<file path="src/rtl/keypad_display_arbiter_if.sv">
// Handshake bundle between the keypad/display arbiter and its surroundings:
// the operational controller, the setup controller, the keypad decoder and
// the six-digit display. The master side drives requests and keypad packets,
// and the slave side (the arbiter) drives the routed outputs.
interface keypad_display_arbiter_if #(
    parameter int PAC_W = 80
);
    logic             setup_req;
    logic             setup_done;
    logic             op_teclado_en;
    logic             kp_valid;
    logic [PAC_W-1:0] kp_value;
    logic             op_disp_en;
    logic             setup_disp_en;
    logic             kp_enable;
    logic [PAC_W-1:0] dig_value;
    logic             op_valid;
    logic             setup_valid;
    logic             disp_en_o;
    logic             disp_en_s;
    logic             owner;
    logic             setup_abort;

    modport master (
        output setup_req, setup_done, op_teclado_en, kp_valid, kp_value,
               op_disp_en, setup_disp_en,
        input  kp_enable, dig_value, op_valid, setup_valid, disp_en_o,
               disp_en_s, owner, setup_abort
    );

    modport slave (
        input  setup_req, setup_done, op_teclado_en, kp_valid, kp_value,
               op_disp_en, setup_disp_en,
        output kp_enable, dig_value, op_valid, setup_valid, disp_en_o,
               disp_en_s, owner, setup_abort
    );
endinterface

</file>
<file path="src/rtl/keypad_display_arbiter.sv">
// Keypad/display ownership arbiter for the lock.
// One controller at a time (operational or setup) owns the keypad packets and
// the display. Every ownership change passes through a flush window with the
// keypad disabled so that no stale packet reaches the new owner. A setup
// session with no keypad activity for SETUP_TIMEOUT cycles is forced back to
// operational and reported with a one-cycle setup_abort pulse.
module keypad_display_arbiter #(
    parameter int PAC_W         = 80,
    parameter int FLUSH_CYCLES  = 16,
    parameter int SETUP_TIMEOUT = 30_000_000
) (
    input  logic                     i_clk,
    input  logic                     i_rst,
    keypad_display_arbiter_if.slave  bus
);

    // A single-cycle flush still needs a one-bit counter.
    localparam int FW = (FLUSH_CYCLES > 1) ? $clog2(FLUSH_CYCLES) : 1;
    localparam int TW = $clog2(SETUP_TIMEOUT);

    localparam logic [FW-1:0] FLUSH_LAST   = FW'(FLUSH_CYCLES - 1);
    localparam logic [TW-1:0] TIMEOUT_LAST = TW'(SETUP_TIMEOUT - 1);

    typedef enum logic [1:0] {
        ST_OP       = 2'd0,
        ST_TO_SETUP = 2'd1,
        ST_SETUP    = 2'd2,
        ST_TO_OP    = 2'd3
    } state_t;

    state_t           r_state;
    logic [FW-1:0]    r_flush_cnt;
    logic [TW-1:0]    r_idle_cnt;
    logic [PAC_W-1:0] r_dig_value;
    logic             r_op_valid;
    logic             r_setup_valid;
    logic             r_setup_abort;

    state_t           w_state_nxt;
    logic [FW-1:0]    w_flush_nxt;
    logic [TW-1:0]    w_idle_nxt;
    logic             w_abort_nxt;
    logic             w_kp_enable;
    logic             w_disp_en_o;
    logic             w_disp_en_s;
    logic             w_owner;
    logic             w_route_ok;

    // Next-state, counter updates and state-decoded enables.
    always_comb begin
        w_state_nxt = r_state;
        w_flush_nxt = r_flush_cnt;
        w_idle_nxt  = r_idle_cnt;
        w_abort_nxt = 1'b0;
        w_kp_enable = 1'b0;
        w_disp_en_o = 1'b0;
        w_disp_en_s = 1'b0;
        w_owner     = 1'b0;
        case (r_state)
            ST_OP: begin
                w_kp_enable = bus.op_teclado_en;
                w_disp_en_o = bus.op_disp_en;
                if (bus.setup_req) begin
                    w_state_nxt = ST_TO_SETUP;
                    w_flush_nxt = {FW{1'b0}};
                end else begin
                    w_flush_nxt = {FW{1'b0}};
                end
            end
            ST_TO_SETUP: begin
                w_owner = 1'b1;
                if (r_flush_cnt == FLUSH_LAST) begin
                    w_state_nxt = ST_SETUP;
                    w_idle_nxt  = {TW{1'b0}};
                end else if (!bus.setup_req) begin
                    w_state_nxt = ST_TO_OP;
                    w_flush_nxt = {FW{1'b0}};
                end else begin
                    w_flush_nxt = r_flush_cnt + 1'b1;
                end
            end
            ST_SETUP: begin
                w_kp_enable = 1'b1;
                w_disp_en_s = bus.setup_disp_en;
                w_owner     = 1'b1;
                // Any keypad packet restarts the inactivity window; the
                // counter never wraps because the state is left at its top.
                if (bus.kp_valid) begin
                    w_idle_nxt = {TW{1'b0}};
                end else if (r_idle_cnt != TIMEOUT_LAST) begin
                    w_idle_nxt = r_idle_cnt + 1'b1;
                end else begin
                    w_idle_nxt = r_idle_cnt;
                end
                // A committed configuration wins over a coincident timeout.
                if (bus.setup_done) begin
                    w_state_nxt = ST_TO_OP;
                    w_flush_nxt = {FW{1'b0}};
                end else if (r_idle_cnt == TIMEOUT_LAST) begin
                    w_abort_nxt = 1'b1;
                    w_state_nxt = ST_TO_OP;
                    w_flush_nxt = {FW{1'b0}};
                end else if (!bus.setup_req) begin
                    w_state_nxt = ST_TO_OP;
                    w_flush_nxt = {FW{1'b0}};
                end else begin
                    w_state_nxt = ST_SETUP;
                end
            end
            ST_TO_OP: begin
                // The flush count saturates while setup_req is still high,
                // so the exit happens on the first cycle it is released.
                if ((r_flush_cnt >= FLUSH_LAST) && !bus.setup_req) begin
                    w_state_nxt = ST_OP;
                    w_flush_nxt = {FW{1'b0}};
                end else if (r_flush_cnt != FLUSH_LAST) begin
                    w_flush_nxt = r_flush_cnt + 1'b1;
                end else begin
                    w_flush_nxt = r_flush_cnt;
                end
            end
            default: begin
                w_state_nxt = ST_OP;
                w_flush_nxt = {FW{1'b0}};
                w_idle_nxt  = {TW{1'b0}};
            end
        endcase
    end

    // Packets are routed by the current owner, never by the next one.
    always_comb begin
        if ((r_state == ST_OP) || (r_state == ST_SETUP)) begin
            w_route_ok = bus.kp_valid;
        end else begin
            w_route_ok = 1'b0;
        end
    end

    // State, counters and registered routing outputs.
    always_ff @(posedge i_clk) begin
        if (!i_rst) begin
            r_state       <= ST_OP;
            r_flush_cnt   <= {FW{1'b0}};
            r_idle_cnt    <= {TW{1'b0}};
            r_dig_value   <= {PAC_W{1'b0}};
            r_op_valid    <= 1'b0;
            r_setup_valid <= 1'b0;
            r_setup_abort <= 1'b0;
        end else begin
            r_state       <= w_state_nxt;
            r_flush_cnt   <= w_flush_nxt;
            r_idle_cnt    <= w_idle_nxt;
            r_op_valid    <= bus.kp_valid && (r_state == ST_OP);
            r_setup_valid <= bus.kp_valid && (r_state == ST_SETUP);
            r_setup_abort <= w_abort_nxt;
            if (w_route_ok) begin
                r_dig_value <= bus.kp_value;
            end
        end
    end

    assign bus.kp_enable   = w_kp_enable;
    assign bus.disp_en_o   = w_disp_en_o;
    assign bus.disp_en_s   = w_disp_en_s;
    assign bus.owner       = w_owner;
    assign bus.dig_value   = r_dig_value;
    assign bus.op_valid    = r_op_valid;
    assign bus.setup_valid = r_setup_valid;
    assign bus.setup_abort = r_setup_abort;

endmodule
</file>
<file path="src/flat_wrapper.sv">
// flat-port wrapper written by rule: the top's interface ports become plain ports
module keypad_display_arbiter_flat 
#(
    parameter int PAC_W         = 80,
    parameter int FLUSH_CYCLES  = 16,
    parameter int SETUP_TIMEOUT = 30_000_000
)
  (i_clk, i_rst, bus_setup_req, bus_setup_done, bus_op_teclado_en, bus_kp_valid, bus_kp_value, bus_op_disp_en, bus_setup_disp_en, bus_kp_enable, bus_dig_value, bus_op_valid, bus_setup_valid, bus_disp_en_o, bus_disp_en_s, bus_owner, bus_setup_abort);
  keypad_display_arbiter_if #(.PAC_W(PAC_W)) bus_i ();
  input  logic i_clk;
  input  logic i_rst;
  input wire logic [$bits(bus_i.setup_req)-1:0] bus_setup_req;
  input wire logic [$bits(bus_i.setup_done)-1:0] bus_setup_done;
  input wire logic [$bits(bus_i.op_teclado_en)-1:0] bus_op_teclado_en;
  input wire logic [$bits(bus_i.kp_valid)-1:0] bus_kp_valid;
  input wire logic [$bits(bus_i.kp_value)-1:0] bus_kp_value;
  input wire logic [$bits(bus_i.op_disp_en)-1:0] bus_op_disp_en;
  input wire logic [$bits(bus_i.setup_disp_en)-1:0] bus_setup_disp_en;
  output wire logic [$bits(bus_i.kp_enable)-1:0] bus_kp_enable;
  output wire logic [$bits(bus_i.dig_value)-1:0] bus_dig_value;
  output wire logic [$bits(bus_i.op_valid)-1:0] bus_op_valid;
  output wire logic [$bits(bus_i.setup_valid)-1:0] bus_setup_valid;
  output wire logic [$bits(bus_i.disp_en_o)-1:0] bus_disp_en_o;
  output wire logic [$bits(bus_i.disp_en_s)-1:0] bus_disp_en_s;
  output wire logic [$bits(bus_i.owner)-1:0] bus_owner;
  output wire logic [$bits(bus_i.setup_abort)-1:0] bus_setup_abort;
  assign bus_i.setup_req = bus_setup_req;
  assign bus_i.setup_done = bus_setup_done;
  assign bus_i.op_teclado_en = bus_op_teclado_en;
  assign bus_i.kp_valid = bus_kp_valid;
  assign bus_i.kp_value = bus_kp_value;
  assign bus_i.op_disp_en = bus_op_disp_en;
  assign bus_i.setup_disp_en = bus_setup_disp_en;
  assign bus_kp_enable = bus_i.kp_enable;
  assign bus_dig_value = bus_i.dig_value;
  assign bus_op_valid = bus_i.op_valid;
  assign bus_setup_valid = bus_i.setup_valid;
  assign bus_disp_en_o = bus_i.disp_en_o;
  assign bus_disp_en_s = bus_i.disp_en_s;
  assign bus_owner = bus_i.owner;
  assign bus_setup_abort = bus_i.setup_abort;
  keypad_display_arbiter #(.PAC_W(PAC_W), .FLUSH_CYCLES(FLUSH_CYCLES), .SETUP_TIMEOUT(SETUP_TIMEOUT)) u_core (.i_clk(i_clk), .i_rst(i_rst), .bus(bus_i));
endmodule
</file>
<file path="config.mk">
export PLATFORM = sky130hd
export DESIGN_NAME = keypad_display_arbiter_flat
export DESIGN_NICKNAME = d
export VERILOG_FILES = /design/src/rtl/keypad_display_arbiter_if.sv /design/src/rtl/keypad_display_arbiter.sv /design/src/flat_wrapper.sv
export SDC_FILE = /design/constraint.sdc
export NUM_CORES = 1
export LEC_CHECK = 0
export BUFFER_PORTS_ARGS = -buffer_cell sky130_fd_sc_hd__buf_2
export CAP_MARGIN = 20
export CELL_PAD_IN_SITES_DETAIL_PLACEMENT = 1
export CELL_PAD_IN_SITES_GLOBAL_PLACEMENT = 1
export CORE_AREA = 10 10 113 135
export CTS_CLUSTER_SIZE = 10
export DETAILED_ROUTE_END_ITERATION = 8
export DIE_AREA = 0 0 123 145
export MAX_ROUTING_LAYER = met4
export PLACE_DENSITY_LB_ADDON = 0.1
export SLEW_MARGIN = 20
export SYNTH_ARGS = -nofsm -noshare
export SYNTH_HDL_FRONTEND = slang
export SYNTH_SLANG_ARGS = --single-unit
export TNS_END_PERCENT = 5
</file>
<file path="constraint.sdc">
create_clock -name i_clk -period 6.23 [get_ports i_clk]
set_input_delay 0.623 -clock i_clk [delete_from_list [all_inputs] [get_ports i_clk]]
set_output_delay 0.623 -clock i_clk [all_outputs]
set_load 0.03 [all_outputs]
</file>
Word level (Yosys, flattened, before mapping) --
Index checks and enable logic that the tools add are counted.
Operators by class: $add $sub $neg 2, $lt $le $gt $ge 1, equality and inequality tests 15, mux-type cells 26, bitwise operators 2, reduce and logical (&&, ||, !) cells 12
Operators with widths (number):
- 25-bit two-way mux | 3
- 25-bit one-hot mux with 2 select lines | 1
- 4-bit two-way mux | 7
- 25-bit by 1-bit adder with 25-bit output (second input constant) | 1
- 25-bit == test (second input constant) | 1
- 25-bit != test (second input constant) | 1
- 4-bit one-hot mux with 4 select lines | 1
- 2-bit two-way mux | 6
- 3-bit AND reduction | 3
- 2-bit one-hot mux with 4 select lines | 1
- 1-bit two-way mux | 6
- 3-bit by 2-bit != test with 1-bit output (second input constant) | 2
- 4-bit by 1-bit adder with 4-bit output (second input constant) | 1
- 2-bit == test (second input constant) | 2
- 4-bit == test (second input constant) | 1
- 4-bit >= comparator (second input constant) | 1
- 2-bit by 1-bit != test with 1-bit output (second input constant) | 2
- 2-bit != test (second input constant) | 2
- 4-bit by 3-bit != test with 1-bit output (second input constant) | 1
- 4-bit != test (second input constant) | 1
- 1-bit logical AND | 3
- 3-bit by 1-bit != test with 1-bit output (second input constant) | 1
- 3-bit OR reduction | 1
- 2-bit by 1-bit == test with 1-bit output (second input constant) | 1
- 7 further kinds | 8
Word-level totals: flip-flop bits (word level) 114, logic and storage cells 65

Logic depth before layout (Yosys ltp) --
Gate-level depths: netlist of the first run.
depth after elaboration 4, gate-level depth with buffers 8

Worst setup path before layout of the first run --
Ideal clock, no wire load.
path kind flip-flop to flip-flop, from register u_core.r_state[1], to register u_core.r_idle_cnt[24], setup time 0.071 ns, data arrival time 2.057 ns, setup slack 4.102 ns, cell stages (with the launch flop) 7, buffers on the path 0, period minus slack after synthesis 2.128 ns, cell sequence dfxtp_1 -> inv_1 -> ha_1 -> o211ai_1 -> nor3_1 -> or3b_2 -> a21oi_1
On the way: longest elaborated chain between the ends 3, elaborated cells on any way between the ends 7, those cells by class 4 x eq/ne; 1 x mux; 2 x reduce/logical
RTL lines:
- start: declaration | line keypad_display_arbiter.sv:31 | state_t r_state;
- start signal: assignment | line keypad_display_arbiter.sv:150 | r_state <= w_state_nxt;
- 2-bit == test / 2-bit by 1-bit == test with 1-bit output (equally long branches) | line keypad_display_arbiter.sv:59 | case (r_state)
- 3-bit by 2-bit != test with 1-bit output (no source line), or another cell as far along
- 3-bit AND reduction (no source line)
- end signal: assignment | line keypad_display_arbiter.sv:144 | r_idle_cnt <= {TW{1'b0}};
- end signal: assignment | line keypad_display_arbiter.sv:152 | r_idle_cnt <= w_idle_nxt;
- end: declaration | line keypad_display_arbiter.sv:33 | logic [TW-1:0] r_idle_cnt;
Parallel ways exist; a longest one is shown, timed or not. A chain may end at the register's enable or synchronous reset.

Final worst setup path of the first run --
from register u_core.r_flush_cnt[0], to register u_core.r_idle_cnt[7]
On the way: longest elaborated chain between the ends 3
RTL lines:
- start: declaration | line keypad_display_arbiter.sv:32 | logic [FW-1:0] r_flush_cnt;
- start signal: assignment | line keypad_display_arbiter.sv:143 | r_flush_cnt <= {FW{1'b0}};
- start signal: assignment | line keypad_display_arbiter.sv:151 | r_flush_cnt <= w_flush_nxt;
- 4-bit == test | line keypad_display_arbiter.sv:72 | if (r_flush_cnt == FLUSH_LAST) begin
- 2-bit by 1-bit != test with 1-bit output (no source line)
- 3-bit AND reduction (no source line)
No other way between the ends.

==> metrics.md, run 1 <==
| Metric | Value |
|---|---|
| Outcome | finished, final reports clean |
| Least-Margin Pin Slew | between 1 and 1.5 ns |
| Critical path class | register to register |
| Filler cells | 1584 |
| RR Endpoint | u_core.r_idle_cnt[7]$_SDFFE_PN0P_ |
| Syn Area/Cell | 8.03 sq um |
| R2R depth | 6 |
| Worst path bufs/invs | 0 |
| CTS tree | built |
| Die area | around 18000 sq um |
| CTS buffer count | 17 |
| Antenna Nets Post-Route | 0 |
| DP HPWL | ~11000 um |
| Wire length per cell | roughly 17 um |
| Cell area after synthesis | between 4000 and 5000 sq um |
| Input/output buffers | approximately 170 |
| Ranking of synthesized cells by area | dfxtp_1 50%, nand2_1 14%, a21oi_1 10% |
| Via count | 4655 |
| CP required | 6.58 ns |
| Area Growth Syn to Fin | 35.8% |
| Residual DRC | 0 |
| Overflow after GRT | 0 |
| Ports | 175 |
| CTS resizes | 0 |
| Top cell type's share of synthesized area | roughly 50% |
| Total power | 2780 uW |
| GRT Total Usage | 18.0% |
| CP Data Arrival Time | approximately 2.8 ns |
| Commonest cells in the netlist | 172 x nand2_1, 114 x dfxtp_1, 93 x a21oi_1 |
| CTS Sinks | approximately 110 |
| Ys Warns | 0 |
| Max Cap Violations | 0 |
| Most area-hungry cell type in the Yosys netlist | dfxtp_1 |
| Endpoints failing setup | 0 |
| Clk_lat worst skew | 0.40 ns |
| CTS Hold Bufs | 0 |
| CP max-delay cell | or4_1 |
| Final Skew | approximately 0.0054 ns |
| Largest net degree at the start of global routing | a little under 90 |
| Core Util, Final | ~50% |
| Post-CTS Setup Inserts | 0 |
| Die width | about 120 um |
| R2R setup slack | about 3.8 ns |
| Critical Path, Cell by Cell | ha_1, and3_1, o21ai_0, o21ai_2, or4_1, nand2_1 |
| Vias/cell | 5.10 |
| Post-synth EDFFs | 0 |
| Top-count cell post-synth | nand2_1 |
| Async SR Flop Fraction | 0% |
| Reg2Reg Launch Point | u_core.r_flush_cnt[0]$_SDFFE_PN0P_ |
| Vias in the first global route | around 4.9k |
| Lkg Pwr | 0.00267 uW |
| Worst Hold Launch | bus_setup_done |
| Fin Setup TNS | 0 ns |
| Pwr Density | 448 nW/um^2 |
| First-pass GRT wire length | 25000 um |
| Site Rows | 45 |
| Critical Path Max Stage Delay | around 0.60 ns |
| Root Driver | clkbuf_16 |
| Yosys reg bits | around 110 |
| Layout cells sized above 1 | 29.5% |
| Max Clock Freq | about 420 MHz |
| Crit-path leading delay family | simple AND/OR/NAND/NOR gates |
| Fin. max-slew vios | 0 |
| # nets final | between 800 and 900 |
| Hold Path End | u_core.bus.setup_abort$_SDFF_PP0_ |
| Post-synthesis net count | 663 |
| Ys flop type | dfxtp_1 |
| Final Non-Filler Cells | between 900 and 1k |
| Critical Path Fanout Max | 23 |
| Rel. slew slack | a little under a third |
| Routed wire length | 15700 um |
| Final worst path period share | 38.5% |
| RSZ-0062 raised after global routing | false |
| Placer Congestion | a little under 0.8 |
| Dpl cells | a little under 900 |
| Final hold vios | 0 |
| Maximum vdd drop | between 0.3 and 0.4 mV |
| DIE HEIGHT | roughly 150 um |
| Cell count after synthesis | 569 |
| Minimum clock period | about 2.4 ns |
| Startpoint types | register |
| Reg clk slew, reported paths | ~0.05 ns |
| Sequential-to-total area share from yosys stat | approximately 50% |
| CP endpoint kind | register |
| Min-delay worst type | input pin to register |
| Post-synthesis cell type count | 47 |
| Area of the core | roughly 13000 sq um |
| Hold path depth | 2 |
| Antenna violations before repair | 2 |
| H-tree levels | 4 |
| Pre-antenna DRT Iters | 4 |
| Initial Utilization | between 30 and 40% |
| CTS max path bufs | 2 |
| 1st-iter DRT viols | 180 |
## cells in the final DEF (no fill, tap or decap), types with 7 or more instances in the layout
cell type and instances:
nand3_1 12, xnor2_1 15, inv_1 8, a21oi_1 93, nand2_1 172, nor3_1 7
dfxtp_1 114, nor2_1 20, clkbuf_16 17, o21ai_0 10, buf_2 174, nor4_1 8
## worst reg2reg max path: cells and delay by family, from the launching register on
kind	cells	cell delay (ns)
flip-flops	1	0.33
AND/OR/NAND/NOR	3	0.93
AO/OA/AOI/OAI	2	0.85
adder cells (fa/ha/maj)	1	0.24
## registers in the layout (all words and copies together), names as in the netlist
register / count
u_core.bus.dig_value: 80
u_core.r_idle_cnt: 25
u_core.r_flush_cnt: 4
u_core.r_state: 2
u_core.bus.op_valid: 1
u_core.bus.setup_abort: 1
u_core.bus.setup_valid: 1
## final cells by class
class                   count  area (sq um)  share of cell area [%]
multi-input cells         414          2150                    34.7
repair buffers            178           901                    14.5
inverters                   9          33.8                   0.544
well taps                 164           205                    3.31
diodes                      2          5.00                  0.0806
clock inverters            10           155                    2.50
flip-flops and latches    114          2280                    36.8
clock buffers              22           474                    7.64
## stage by stage
step	hold WS [ns]	area (sq um)	setup WS [ns]
2_1_floorplan	0.448	4570	4.10
3_3_place_gp	0.439	5570	3.79
3_5_place_dp	0.445	5570	3.85
4_1_cts	0.378	6200	3.81
5_1_grt	0.391	6210	3.66
6_report	0.398	6210	3.83
## report_power, final
group | leakage, uW | switching [uW] | total [uW] | internal (uW)
logic | 0.00143 | 626 | 851 | 224
clock network | 0.000306 | 330 | 1030 | 698
registers | 0.000931 | 58.6 | 904 | 846
## worst max path at each step
stage                                    endpoint  slack, ns  cells after the start                               start
6_report        u_core.r_idle_cnt[7]$_SDFFE_PN0P_       3.83                      6  u_core.r_flush_cnt[0]$_SDFFE_PN0P_
5_1_grt        u_core.r_idle_cnt[24]$_SDFFE_PN0P_       3.66                      6   u_core.r_idle_cnt[0]$_SDFFE_PN0P_
4_1_cts         u_core.r_idle_cnt[7]$_SDFFE_PN0P_       3.81                      6  u_core.r_flush_cnt[0]$_SDFFE_PN0P_
3_5_place_dp    u_core.r_idle_cnt[7]$_SDFFE_PN0P_       3.85                      6  u_core.r_flush_cnt[0]$_SDFFE_PN0P_
3_3_place_gp   u_core.r_idle_cnt[24]$_SDFFE_PN0P_       3.79                      6  u_core.r_flush_cnt[0]$_SDFFE_PN0P_
2_1_floorplan  u_core.r_idle_cnt[24]$_SDFFE_PN0P_       4.10                      6      u_core.r_state[1]$_SDFFE_PN0P_
## kinds of logic (layout without fill, tap and decap cells)
logic type      count (synthesis)  count (layout)  share of synthesized area (%)
buf+inv                        41             219                           3.37
fa+ha+maj                       6               6                           1.64
xor+xnor                       15              15                           2.87
simple gates                  264             264                           26.5
flops                         114             114                           49.9
mux                             1               1                          0.219
other cells                     0               2                              0
compound gates                128             128                           15.5
## metal layers
metal / part of all wire, % / vias to the layer above / wire length [um] / GRT usage (%)
met1: 40 / 2256 / 6300 / 18.5
met5: 0 / - / 0 / -
met4: 0.69 / 0 / 108 / 4.38
li1: - / 2273 / - / -
met3: 6.7 / 9 / 1060 / 7.21
met2: 53 / 117 / 8260 / 31.1
Note: power is estimated with default switching activity, not from simulation.
==> run 2, diff against run 1 <==
ABC_AREA = 1   (was not set)
CORE_AREA = 10 10 128 153   (was 10 10 113 135)
DIE_AREA = 0 0 138 163   (was 0 0 123 145)
clock period = 2.1 ns   (was 6.23 ns; I/O delays follow)
==> run 2 against run 1 <==
Against the previous run: worst setup slack got worse by 3.6 ns; non-clock buffer count up 2; largest power group is now combinational cells; worst hold slack lost 0.37 ns.
==> metrics.md, run 2 <==
| Metric | Value |
|---|---|
| DP HPWL | ~14000 um |
| Die width | about 140 um |
| Routed wire length | approximately 18000 um |
| Rel. slew slack | between 60% and 70% |
| Top-count cell post-synth | nor2_1 |
| CP Data Arrival Time | approximately 2.2 ns |
| CP max-delay cell | dfxtp_1 |
| Ports | 175 |
| Site Rows | 52 |
| Critical Path Max Stage Delay | 0.38 ns |
| Most common cell after layout, fill and taps aside | nor2_1 |
| Area Growth Syn to Fin | 35.2% |
| Sequential-to-total area share from yosys stat | between 40% and 50% |
| Lkg Pwr | approximately 0.0033 uW |
| GRT Total Usage | 16.1% |
| Min-delay worst type | input pin to register |
| CTS max path bufs | 2 |
| Least-Margin Pin Slew | between 0.4 and 0.5 ns |
| Worst Hold Launch | bus_kp_value[16] |
| Maximum vdd drop | approximately 0.68 mV |
| Critical Path, Cell by Cell | ha_1, nand3_2, inv_2, nand2_2, nor2_4, nand3_4, nand2_8, inv_2, nand3_1, a21oi_2 |
| Syn Area/Cell | around 7.0 sq um |
| Top cell type's share of synthesized area | roughly 46% |
| Hold path depth | 3 |
| H-tree levels | 4 |
| Input/output buffers | 174 |
| Post-synth EDFFs | 0 |
| Startpoint types | register |
| Commonest non-fill, non-tap cells in the layout | 227 x nor2_1, 174 x buf_2, 114 x dfxtp_1, 91 x o21ai_0, 90 x nand2_1 |
| Max FFs per register | 80 |
| Die area | about 22000 sq um |
| Ranking of synthesized cells by area | dfxtp_1 46%, nor2_1 17%, o21ai_0 9.1% |
| Pwr Density | about 1500 nW/um^2 |
| Initial Utilization | a little under a third |
| Vias in the first global route | about 5.8k |
| Yosys reg bits | 114 |
| Most used cell, CP | inv_2 |
| Async SR Flop Fraction | 0% |
| Final hold slack | approximately 0.023 ns |
| Critical path class | register to register |
| Cell count after synthesis | about 720 |
| Final Skew | ~0.0072 ns |
| Cell area after synthesis | about 5000 sq um |
| RSZ-0062 raised after global routing | false |
| Worst path bufs/invs | 2 |
| CTS buffer count | 17 |
| Critical Path Fanout Max | 18 |
| Post-synthesis cell type count | 30 |
| Post-CTS Setup Inserts | 0 |
| Fin. max-slew vios | 0 |
| # nets final | 977 |
| Endpoints failing setup | 0 |
| CTS Sinks | roughly 110 |
| Wire length per cell | approximately 16 um |
| Minimum clock period | 1.92 ns |
| Max Cap Violations | 0 |
| DIE HEIGHT | ~160 um |
| CP required | ~2.4 ns |
| Max Clock Freq | approximately 520 MHz |
| Antenna violations before repair | 7 |
| Ys Warns | 0 |
| Area of the core | roughly 17000 sq um |
| R2R depth | 10 |
| Reg clk slew, reported paths | roughly 0.050 ns |
| Layout cells sized above 1 | between 20% and 30% |
| Crit-path leading delay family | simple AND/OR/NAND/NOR gates |
| Vias/cell | 4.65 |
| Ys flop type | dfxtp_1 |
| Overflow after GRT | 0 |
| R2R setup slack | ~0.18 ns |
| Outcome | finished, final reports clean |
| Reg2Reg Launch Point | u_core.r_idle_cnt[0]$_SDFFE_PN0P_ |
| First-pass GRT wire length | between 20000 and 30000 um |
| CTS tree | built |
| Residual DRC | 0 |
| Antenna Nets Post-Route | 0 |
| Largest net degree at the start of global routing | between 80 and 90 |
| Post-synthesis net count | 809 |
| Final worst path period share | between 90% and 100% |
| Fin Setup TNS | 0 ns |
| Root Driver | clkbuf_16 |
| CP endpoint kind | register |
| Pre-antenna DRT Iters | 4 |
| Via count | between 5k and 6k |
| RR Endpoint | u_core.r_idle_cnt[1]$_SDFFE_PN0P_ |
| Placer Congestion | 0.790 |
| Clk_lat worst skew | ~0.41 ns |
| Most area-hungry cell type in the Yosys netlist | dfxtp_1 |
| Commonest cells in the netlist | 227 x nor2_1, 114 x dfxtp_1, 91 x nand2_1, 91 x o21ai_0, 52 x inv_1 |
| Hold Path End | u_core.bus.dig_value[16]$_SDFFE_PN0P_ |
| Final hold vios | 0 |
| 1st-iter DRT viols | ~150 |
==> run 2: layout make-up <==
class	count	area [sq um]
fill	2197	9880
multi-input combinational	511	2370
sequential	114	2280
timing repair buffer	180	956
clock buffer	23	508
tap	216	270
inverter	59	221
clock inverter	8	146
antenna	7	17.5
==> run 2: power by group <==
| group | internal [uW] | leakage (uW) | switching, uW | total, uW |
|---|---|---|---|---|
| Sequential | 2700 | 0.000938 | 265 | 2970 |
| Combinational | 984 | 0.00201 | 2810 | 3790 |
| Clock | 2170 | 0.000322 | 1010 | 3180 |
==> run 2: timing repair <==
action,in CTS,in global routing
hold buffers,1,0
gates resized for setup,0,2
setup endpoints to repair,0,9
endpoints found under the hold margin,1,0
==> run 2: per-layer routing <==
layer,vias up,wire length (um),global-route usage [%]
li1,2621,-,-
met2,103,9390,28.2
met3,17,1270,6.86
met4,0,204,4.85
met1,2455,7330,15.9
met5,-,0,-
==> run 2: cells by family after synthesis <==
| family | count (synthesis) | synth area share (%) |
|---|---|---|
| fa+ha+maj | 6 | 1.50 |
| compound gates | 110 | 11.7 |
| flops | 114 | 45.6 |
| buf+inv | 90 | 7.52 |
| simple gates | 395 | 33.7 |
==> run 2: how the worst max path moves through the flow <==
| stage | from | end | depth (start not counted) |
|---|---|---|---|
| 6_report | u_core.r_idle_cnt[0]$_SDFFE_PN0P_ | u_core.r_idle_cnt[1]$_SDFFE_PN0P_ | 10 |
| 5_1_grt | u_core.r_idle_cnt[0]$_SDFFE_PN0P_ | u_core.r_idle_cnt[1]$_SDFFE_PN0P_ | 10 |
| 3_5_place_dp | u_core.r_idle_cnt[0]$_SDFFE_PN0P_ | u_core.r_idle_cnt[1]$_SDFFE_PN0P_ | 10 |
| 3_3_place_gp | u_core.r_idle_cnt[0]$_SDFFE_PN0P_ | u_core.r_idle_cnt[1]$_SDFFE_PN0P_ | 10 |
| 2_1_floorplan | u_core.r_state[0]$_SDFFE_PN0P_ | u_core.r_idle_cnt[9]$_SDFFE_PN0P_ | 8 |
| 4_1_cts | u_core.r_idle_cnt[0]$_SDFFE_PN0P_ | u_core.r_idle_cnt[1]$_SDFFE_PN0P_ | 10 |
==> run 2: worst reg2reg max path, stage by stage, from the launching register on <==
cell and delay, ns:
dfxtp_1 0.38, ha_1 0.23, nand3_2 0.13, inv_2 0.12, nand2_2 0.07, nor2_4 0.12
nand3_4 0.22, nand2_8 0.22, inv_2 0.11, nand3_1 0.12, a21oi_2 0.06
==> run 2: metrics by stage <==
| step | area, sq um | utilization (%) | power [uW] | cells | setup WS, ns |
|---|---|---|---|---|---|
| floorplan | 5010 | - | 5630 | 715 | 0.324 |
| global placement | 6070 | 36.5 | 6670 | 1079 | 0.264 |
| detailed placement | 6070 | 36.5 | 6800 | 1079 | 0.0983 |
| CTS | 6740 | 40.5 | 10000 | 1111 | 0.0989 |
| global route | 6770 | 40.7 | 10600 | 1118 | 0.00156 |
| finish | 6770 | 40.7 | 9950 | 1118 | 0.183 |
